[src/rtl/mac_pe.sv]
// Output-stationary multiply-accumulate PE for the systolic array: a 3x3 array
// multiplier feeds a saturating tile accumulator, and operands are forwarded right/down.

module mult3b (
    input  logic [2:0] i_a,
    input  logic [2:0] i_b,
    output logic [5:0] o_p
);
    logic [5:0] w_pp [3];

    generate
        for (genvar gi = 0; gi < 3; gi++) begin : g_pp
            assign w_pp[gi] = 6'({3{i_b[gi]}} & i_a) << gi;
        end
    endgenerate

    assign o_p = w_pp[0] + w_pp[1] + w_pp[2];
endmodule

module mac_pe #(
    parameter int ACC_W     = 10,
    parameter int MAX_BEATS = 16,
    parameter int CNT_W     = 5
) (
    input  logic             clk,
    input  logic             rst_n,
    input  logic             sync_clr,
    input  logic [2:0]       a_in,
    input  logic [2:0]       b_in,
    input  logic             in_valid,
    input  logic             in_last,
    output logic             in_ready,
    output logic [2:0]       a_out,
    output logic [2:0]       b_out,
    output logic             out_valid,
    output logic [ACC_W-1:0] result,
    output logic             result_valid,
    input  logic             result_ready,
    output logic             overflow,
    output logic [CNT_W-1:0] beat_cnt
);
    typedef enum logic [1:0] {S_IDLE, S_ACCUM, S_HOLD} state_t;

    localparam logic [CNT_W-1:0] MAX_CNT = CNT_W'(MAX_BEATS);

    state_t             r_state;
    state_t             w_state_next;
    logic [2:0]         r_a_out;
    logic [2:0]         r_b_out;
    logic               r_out_valid;
    logic [ACC_W-1:0]   r_result;
    logic               r_result_valid;
    logic               r_overflow;
    logic [CNT_W-1:0]   r_beat_cnt;

    logic               w_accept;
    logic [5:0]         w_product;
    logic [ACC_W-1:0]   w_product_ext;
    logic [ACC_W:0]     w_sum;
    logic [CNT_W-1:0]   w_cnt_inc;

    mult3b u_mult (
        .i_a (a_in),
        .i_b (b_in),
        .o_p (w_product)
    );

    assign in_ready      = (r_state != S_HOLD);
    assign w_accept      = in_valid & in_ready;
    assign w_product_ext = ACC_W'(w_product);
    // One extra bit so a carry out of the accumulator flags saturation.
    assign w_sum         = {1'b0, r_result} + {1'b0, w_product_ext};
    assign w_cnt_inc     = r_beat_cnt + CNT_W'(1);

    always_comb begin
        w_state_next = r_state;
        case (r_state)
            S_IDLE: begin
                if (w_accept) begin
                    w_state_next = (in_last || MAX_BEATS == 1) ? S_HOLD : S_ACCUM;
                end
            end
            S_ACCUM: begin
                if (w_accept && (in_last || w_cnt_inc == MAX_CNT)) begin
                    w_state_next = S_HOLD;
                end
            end
            S_HOLD: begin
                if (result_ready) begin
                    w_state_next = S_IDLE;
                end
            end
            default: w_state_next = S_IDLE;
        endcase
        if (sync_clr) begin
            w_state_next = S_IDLE;
        end
    end

    always_ff @(posedge clk or negedge rst_n) begin
        if (!rst_n) begin
            r_state <= S_IDLE;
        end else begin
            r_state <= w_state_next;
        end
    end

    always_ff @(posedge clk or negedge rst_n) begin
        if (!rst_n) begin
            r_a_out        <= '0;
            r_b_out        <= '0;
            r_out_valid    <= 1'b0;
            r_result       <= '0;
            r_result_valid <= 1'b0;
            r_overflow     <= 1'b0;
            r_beat_cnt     <= '0;
        end else if (sync_clr) begin
            r_a_out        <= '0;
            r_b_out        <= '0;
            r_out_valid    <= 1'b0;
            r_result       <= '0;
            r_result_valid <= 1'b0;
            r_overflow     <= 1'b0;
            r_beat_cnt     <= '0;
        end else begin
            r_out_valid    <= w_accept;
            r_result_valid <= (w_state_next == S_HOLD);
            if (w_accept) begin
                r_a_out <= a_in;
                r_b_out <= b_in;
            end
            case (r_state)
                S_IDLE: begin
                    if (w_accept) begin
                        r_result   <= w_product_ext;
                        r_beat_cnt <= CNT_W'(1);
                        r_overflow <= 1'b0;
                    end
                end
                S_ACCUM: begin
                    if (w_accept) begin
                        r_beat_cnt <= w_cnt_inc;
                        if (w_sum[ACC_W]) begin
                            r_result   <= '1;
                            r_overflow <= 1'b1;
                        end else begin
                            r_result <= w_sum[ACC_W-1:0];
                        end
                    end
                end
                S_HOLD: begin
                    // overflow is left alone so it stays readable after readout.
                    if (result_ready) begin
                        r_result   <= '0;
                        r_beat_cnt <= '0;
                    end
                end
                default: ;
            endcase
        end
    end

    assign a_out        = r_a_out;
    assign b_out        = r_b_out;
    assign out_valid    = r_out_valid;
    assign result       = r_result;
    assign result_valid = r_result_valid;
    assign overflow     = r_overflow;
    assign beat_cnt     = r_beat_cnt;
endmodule

[config.mk]
export PLATFORM = sky130hd
export DESIGN_NAME = mac_pe
export DESIGN_NICKNAME = d
export VERILOG_FILES = /design/src/rtl/mac_pe.sv
export SDC_FILE = /design/constraint.sdc
export NUM_CORES = 1
export LEC_CHECK = 0
export CORE_MARGIN = 4
export CORE_UTILIZATION = 30
export DETAILED_ROUTE_END_ITERATION = 10
export HOLD_SLACK_MARGIN = 0.06
export SYNTH_ARGS = -nofsm -noshare
export SYNTH_HDL_FRONTEND = slang
export SYNTH_HIERARCHICAL = 1
export SYNTH_SLANG_ARGS = --single-unit
[constraint.sdc]
create_clock -name clk -period 1.8 [get_ports clk]
set_input_delay 0.36 -clock clk [delete_from_list [all_inputs] [get_ports clk]]
set_output_delay 0.36 -clock clk [all_outputs]
set_load 0.05 [all_outputs]
# Word level (Yosys, flattened, before mapping)
# Cells that the tools add are included.
classes:
  n_addsub: 4
  n_eq_ne: 9
  n_bitwise: 4
  reduce_logical: 8
  muxes: 28
op_table:
  columns: ["cell", "n"]
  rows:
  - ["10-bit two-way mux", 5]
  - ["10-bit one-hot mux with 3 select lines", 1]
  - ["5-bit two-way mux", 4]
  - ["5-bit one-hot mux with 3 select lines", 1]
  - ["3-bit two-way mux", 4]
  - ["3-bit != test (second input constant)", 4]
  - ["10-bit by 6-bit adder with 11-bit output", 1]
  - ["2-bit two-way mux", 5]
  - ["3-bit AND", 3]
  - ["4-bit AND reduction", 2]
  - ["6-bit by 5-bit adder with 6-bit output", 1]
  - ["6-bit adder", 1]
  - ["1-bit two-way mux", 6]
  - ["2-bit one-hot mux with 3 select lines", 1]
  - ["5-bit by 1-bit adder with 5-bit output (second input constant)", 1]
  - ["5-bit == test (second input constant)", 1]
  - ["2-bit == test (second input constant)", 2]
  - ["4-bit nonzero test", 1]
  - ["3-bit nonzero test", 1]
  - ["2-bit by 1-bit == test with 1-bit output (second input constant)", 1]
  - ["2-bit zero test", 1]
  - ["2-bit != test (second input constant)", 1]
  - ["1-bit one-hot mux with 2 select lines", 1]
  - ["2-bit nonzero test", 1]
  - ["3 further kinds", 3]
word_totals:
  out_inout_bits: 25
  ff_bits: 26
  elab_cells: 61
  in_bits: 12

# Logic depth before layout (Yosys ltp)
depth:
  depth_word: 9
  ltp_mapped: 12
  mapped_depth_nobuf: 12

# By module
# Netlist, hierarchy kept.
modules_own_cells:
  columns: ["module", "cells_per_inst", "area_each_um2", "seq_area_each_um2", "n_inst"]
  rows:
  - ["mac_pe", 181, 1651.6, 650.6, 1]
  - ["mult3b", 24, 196.4, 0.0, 1]

# Worst setup path after synthesis
# Ideal clock, no wire load.
synth_timing:
  path_kind: "input port to flip-flop"
  startpoint: "input a_in[0]"
  endpoint: "register r_result[9], in the netlist result[9]"
  required_time_ns: 1.674
  t_arrival_ns: 3.095
  slack_ns: -1.421
  path_stages: 12
  setup_ns: 0.126
  cell_sequence: "and2_1 fa_1 ha_1 inv_1 fa_1 inv_1 ha_1 or2_2 o211ai_1 a211oi_2 o21bai_1 a221o_1"
synth_between:
  elab_chain_len: 8
  word_cells_on_any_way: 10
  classes_between: "add/sub (3); mux (4); bitwise (3)"
synth_rtl:
  columns: ["item", "line_no", "text"]
  rows:
  - ["from (decl)", "28", "input logic [2:0] a_in,"]
  - ["3-bit AND", "13", "assign w_pp[gi] = 6'({3{i_b[gi]}} & i_a) << gi;"]
  - ["6-bit adder", "17", "assign o_p = w_pp[0] + w_pp[1] + w_pp[2];"]
  - ["6-bit by 5-bit adder with 6-bit output (*)", "17", null]
  - ["net w_product[3]", "57", "logic [5:0] w_product;"]
  - ["10-bit by 6-bit adder with 11-bit output (*)", "72", "assign w_sum = {1'b0, r_result} + {1'b0, w_product_ext};"]
  - ["10-bit two-way mux (*)", "143", "if (w_sum[ACC_W]) begin"]
  - ["10-bit two-way mux (*)", "141", "if (w_accept) begin"]
  - ["10-bit one-hot mux with 3 select lines (*)", "132", "case (r_state)"]
  - ["10-bit two-way mux (*)", "117", "end else if (sync_clr) begin"]
  - ["to (signal assigned)", "135", "r_result <= w_product_ext;"]
  - ["to (signal assigned)", "147", "r_result <= w_sum[ACC_W-1:0];"]
  - ["to (decl)", "51", "logic [ACC_W-1:0] r_result;"]
# Mark *: on every way through the listed nets, which the timed path passes. The rest lies on a longest branch. The select of a mux whose other input is x is not followed.
# A chain may end at the register's enable or synchronous reset.

# Worst setup path after layout
layout_timing:
  startpoint: "input a_in[1]"
  endpoint: "register r_result[3], in the netlist result[3]"
layout_between:
  elab_chain_len: 8
  word_cells_on_any_way: 11
  classes_between: "add/sub (3); mux (5); bitwise (3)"
layout_rtl:
  columns: ["item", "line_no"]
  rows:
  - ["3-bit AND", "13"]
  - ["6-bit adder", "17"]
  - ["6-bit by 5-bit adder with 6-bit output (*)", "17"]
  - ["net w_product[3]", "57"]
  - ["10-bit by 6-bit adder with 11-bit output", "72"]
  - ["10-bit two-way mux", "143"]
  - ["10-bit two-way mux", "141"]
  - ["10-bit one-hot mux with 3 select lines (*)", "132"]
  - ["10-bit two-way mux (*)", "117"]
# Marks and branches as above.

==> flow_summary.yaml <==
clock_network:
  clock_sinks: 26
  clockRootBuffer: "clkbuf_8"
  cts_tree: "done"
  h-tree-depth: 1
  cts_buffers: 3
  clk_pin_slew_ps: 100
  clk_latency_ps: 270
  clk_path_buf_depth: 2
logic_synthesis:
  synthTopCellsByCount: "dfrtp_1, nand2_1, a21oi_1, ha_1, inv_1"
  synth_cell_types: 45
  postSynthCellCount: 205
  yosysMostFrequentCell: "dfrtp_1"
  dominantRegCellSynth: "dfrtp_1"
  ys_warn_count: 6
  synth_fp_nets: 236
  yosysTopAreaCellShare_pct: 35.2
  async_reset_ff_share_pct: 100
  netlist_area_sq_mm: 0.00185
  synth-seq-area-share_pct: 35.2
  synth-edff-count: 0
  synth_top_cell_by_area: "dfrtp_1"
  synthTopCellsByArea: "dfrtp_1, ha_1, a21oi_1"
  yosys_register_bits: 26
  syn_area_per_cell_sq_um: 9.01
outcome:
  status: "complete, but fails checks"
  violations: "negative setup slack"
timing:
  layout_setup_ws_ps: -1250
  fin_tns_setup_ps: -13210
  fmax_mhz: 328
  skew_ps: 6.12
  finalMaxSlewViolations: 0
  setup_viol: 16
  finalCritPeriodShare_pct: 169
  relSlewSlack_pct: 68.9
  hold_viol: 0
  whs_ps: 449
  rsz0062_at_grt: "true"
  worst_pin_slew_ps: 464
  fin_crit_ps: 3050
placement:
  routabilityCongestion: 0.812
  dp_hpwl_mm: 3.74
  io_buffers: 36
  placed_area_sq_mm: 0.00257
  place_ws_ps: -1990
critical_path:
  cp_max_fo: 4
  required_ps: 2000
  end_kind: "flop"
  arrival_ps: 3250
  crit_type: "primary input to flop"
  regToRegEndpoint: "result[3]$_DFFE_PN0P_"
  crit_path_start_kind: "primary input"
  r2r_setup_slack_ps: -430
  r2r_cells: 10
  r2r-start: "result[0]$_DFFE_PN0P_"
floorplan:
  pin_count: 37
  die_w_um: 86.5
  core.rowCount: 28
  dieHeight_um: 86.5
  dieArea_sq_mm: 0.00748
  core-area_sq_mm: 0.00596
  initial_utilization_pct: 31.0
global_routing:
  overflow: 0
  grt_max_degree: 27
  grt.total_usage_pct: 14.4
  grt_antenna_before_repair: 0
  grt_pass1_vias: 1905
  grt_pass1_wl_mm: 8.79
drt:
  num_vias: 1883
  first_pass_iters: 4
  wirelength_mm: 5.24
  via_per_inst: 5.03
  antenna_left: 0
  wl_per_cell_um: 14.0
  remaining_drc_errors: 0
  drt_iter0_markers: 108
layout:
  areaGrowthSynthToFinish_pct: 56.1
  fillers: 572
  nNetsFinal: 331
  drive_gt1_share_pct: 44.1
  final_cell_area_sq_mm: 0.00289
  diodes: 0
min_path:
  hold_path_class: "primary input to async pin"
power:
  power_w: 0.00166
  p_per_area_mw_per_mm2: 576
  leakage_nw: 1.36
  peakVddDrop_mv: 0.309
flow_run:
  drv_cap: 0
-- power breakdown --
part	total (W)	internal, W	leakage (nW)	switching, W
Sequential	0.000625	0.000607	0.355	0.0000178
Clock	0.000385	0.000196	0.0288	0.000190
Combinational	0.000651	0.000314	0.973	0.000337
-- cell families after synthesis --
| group | Yosys count | share of synthesized area (%) |
|---|---|---|
| flip-flops | 26 | 35.2 |
| adder cells (fa/ha/maj) | 19 | 14.1 |
| AO/OA/AOI/OAI | 65 | 22.7 |
| AND/OR/NAND/NOR | 68 | 20.0 |
| XOR/XNOR | 7 | 3.32 |
| buffers and inverters | 20 | 4.60 |
-- repair_timing --
item | 4_1_cts | 5_1_grt
gates resized for setup | 43 | 20
cloned | 1 | 1
endpoints found under the setup margin | 20 | 19
setup buffers | 6 | 9
hold buffers | 0 | 0
pin swaps | 19 | 7
-- metrics by stage --
stage          cells  util, %
2_1_floorplan    205        -
3_3_place_gp     353     43.1
3_5_place_dp     353     43.1
4_1_cts          364     45.9
6_report         374     48.4
5_1_grt          374     48.4
-- sequential cells by signal, indices dropped and copies added (netlist names) --
signal        flops
overflow          1
r_state           2
result_valid      1
result           10
b_out             3
a_out             3
out_valid         1
beat_cnt          5
-- worst max-delay path by stage --
stage	from	to	slack (ps)
6_report	a_in[1]	result[3]$_DFFE_PN0P_	-1250
5_1_grt	a_in[1]	result[9]$_DFFE_PN0P_	-1340
4_1_cts	a_in[1]	result[9]$_DFFE_PN0P_	-1270
3_5_place_dp	b_in[0]	result[7]$_DFFE_PN0P_	-1990
3_3_place_gp	b_in[0]	result[9]$_DFFE_PN0P_	-1900
2_1_floorplan	b_in[0]	result[9]$_DFFE_PN0P_	-1330
-- per-layer routing --
metal,wire length (um),global-route usage [%],vias up
met2,2640,24.7,36
met4,57,3.97,0
met3,225,2.57,6
li1,-,-,917
met5,0,0,-
met1,2320,18.6,924
-- worst max-delay path: stages --
cell and delay [ps]:
buf_6 90, and2_4 150, fa_1 550, ha_2 190, inv_2 40, fa_2 520, inv_2 50, ha_4 270
or2_4 110, o211ai_1 70, buf_4 160, buf_4 130, a211oi_2 330, o21ai_0 150, o21ai_1 100
-- layout by cell type, fill, tap and decap left out, types with 2 or more instances in the layout --
master           instances
o211ai_1                 3
nor2b_1                  3
buf_2                    5
nor3_2                   2
buf_4                   79
inv_2                    4
nor3b_1                  5
a31oi_1                  2
nor3_1                   2
nand2_1                 20
clkbuf_8                 4
nand2_2                  2
and2_4                   3
o22ai_2                  3
inv_1                    8
dfrtp_1                 26
a22o_1                   4
and2_1                   7
o21bai_1                 2
a21oi_2                  3
ha_4                     4
o21ai_1                  7
nand3_1                  5
clkdlybuf4s50_1          5
o21ai_0                  8
nor2_1                   8
o21ai_2                  2
ha_1                    11
a21oi_1                 18
buf_6                    6
or2_4                    2
a211oi_1                 3
xnor2_1                  5
xor2_1                   2
fa_1                     2
a211oi_4                 2
-- cell type report --
cell class | instances | area [sq um] | area share, %
sequential | 26 | 651 | 22.5
inverter | 13 | 51.3 | 1.78
tap | 75 | 93.8 | 3.25
clock buffer | 4 | 55.1 | 1.91
timing repair buffer | 96 | 756 | 26.2
multi-input combinational | 160 | 1280 | 44.3
Power figures use the tool's default switching activity.
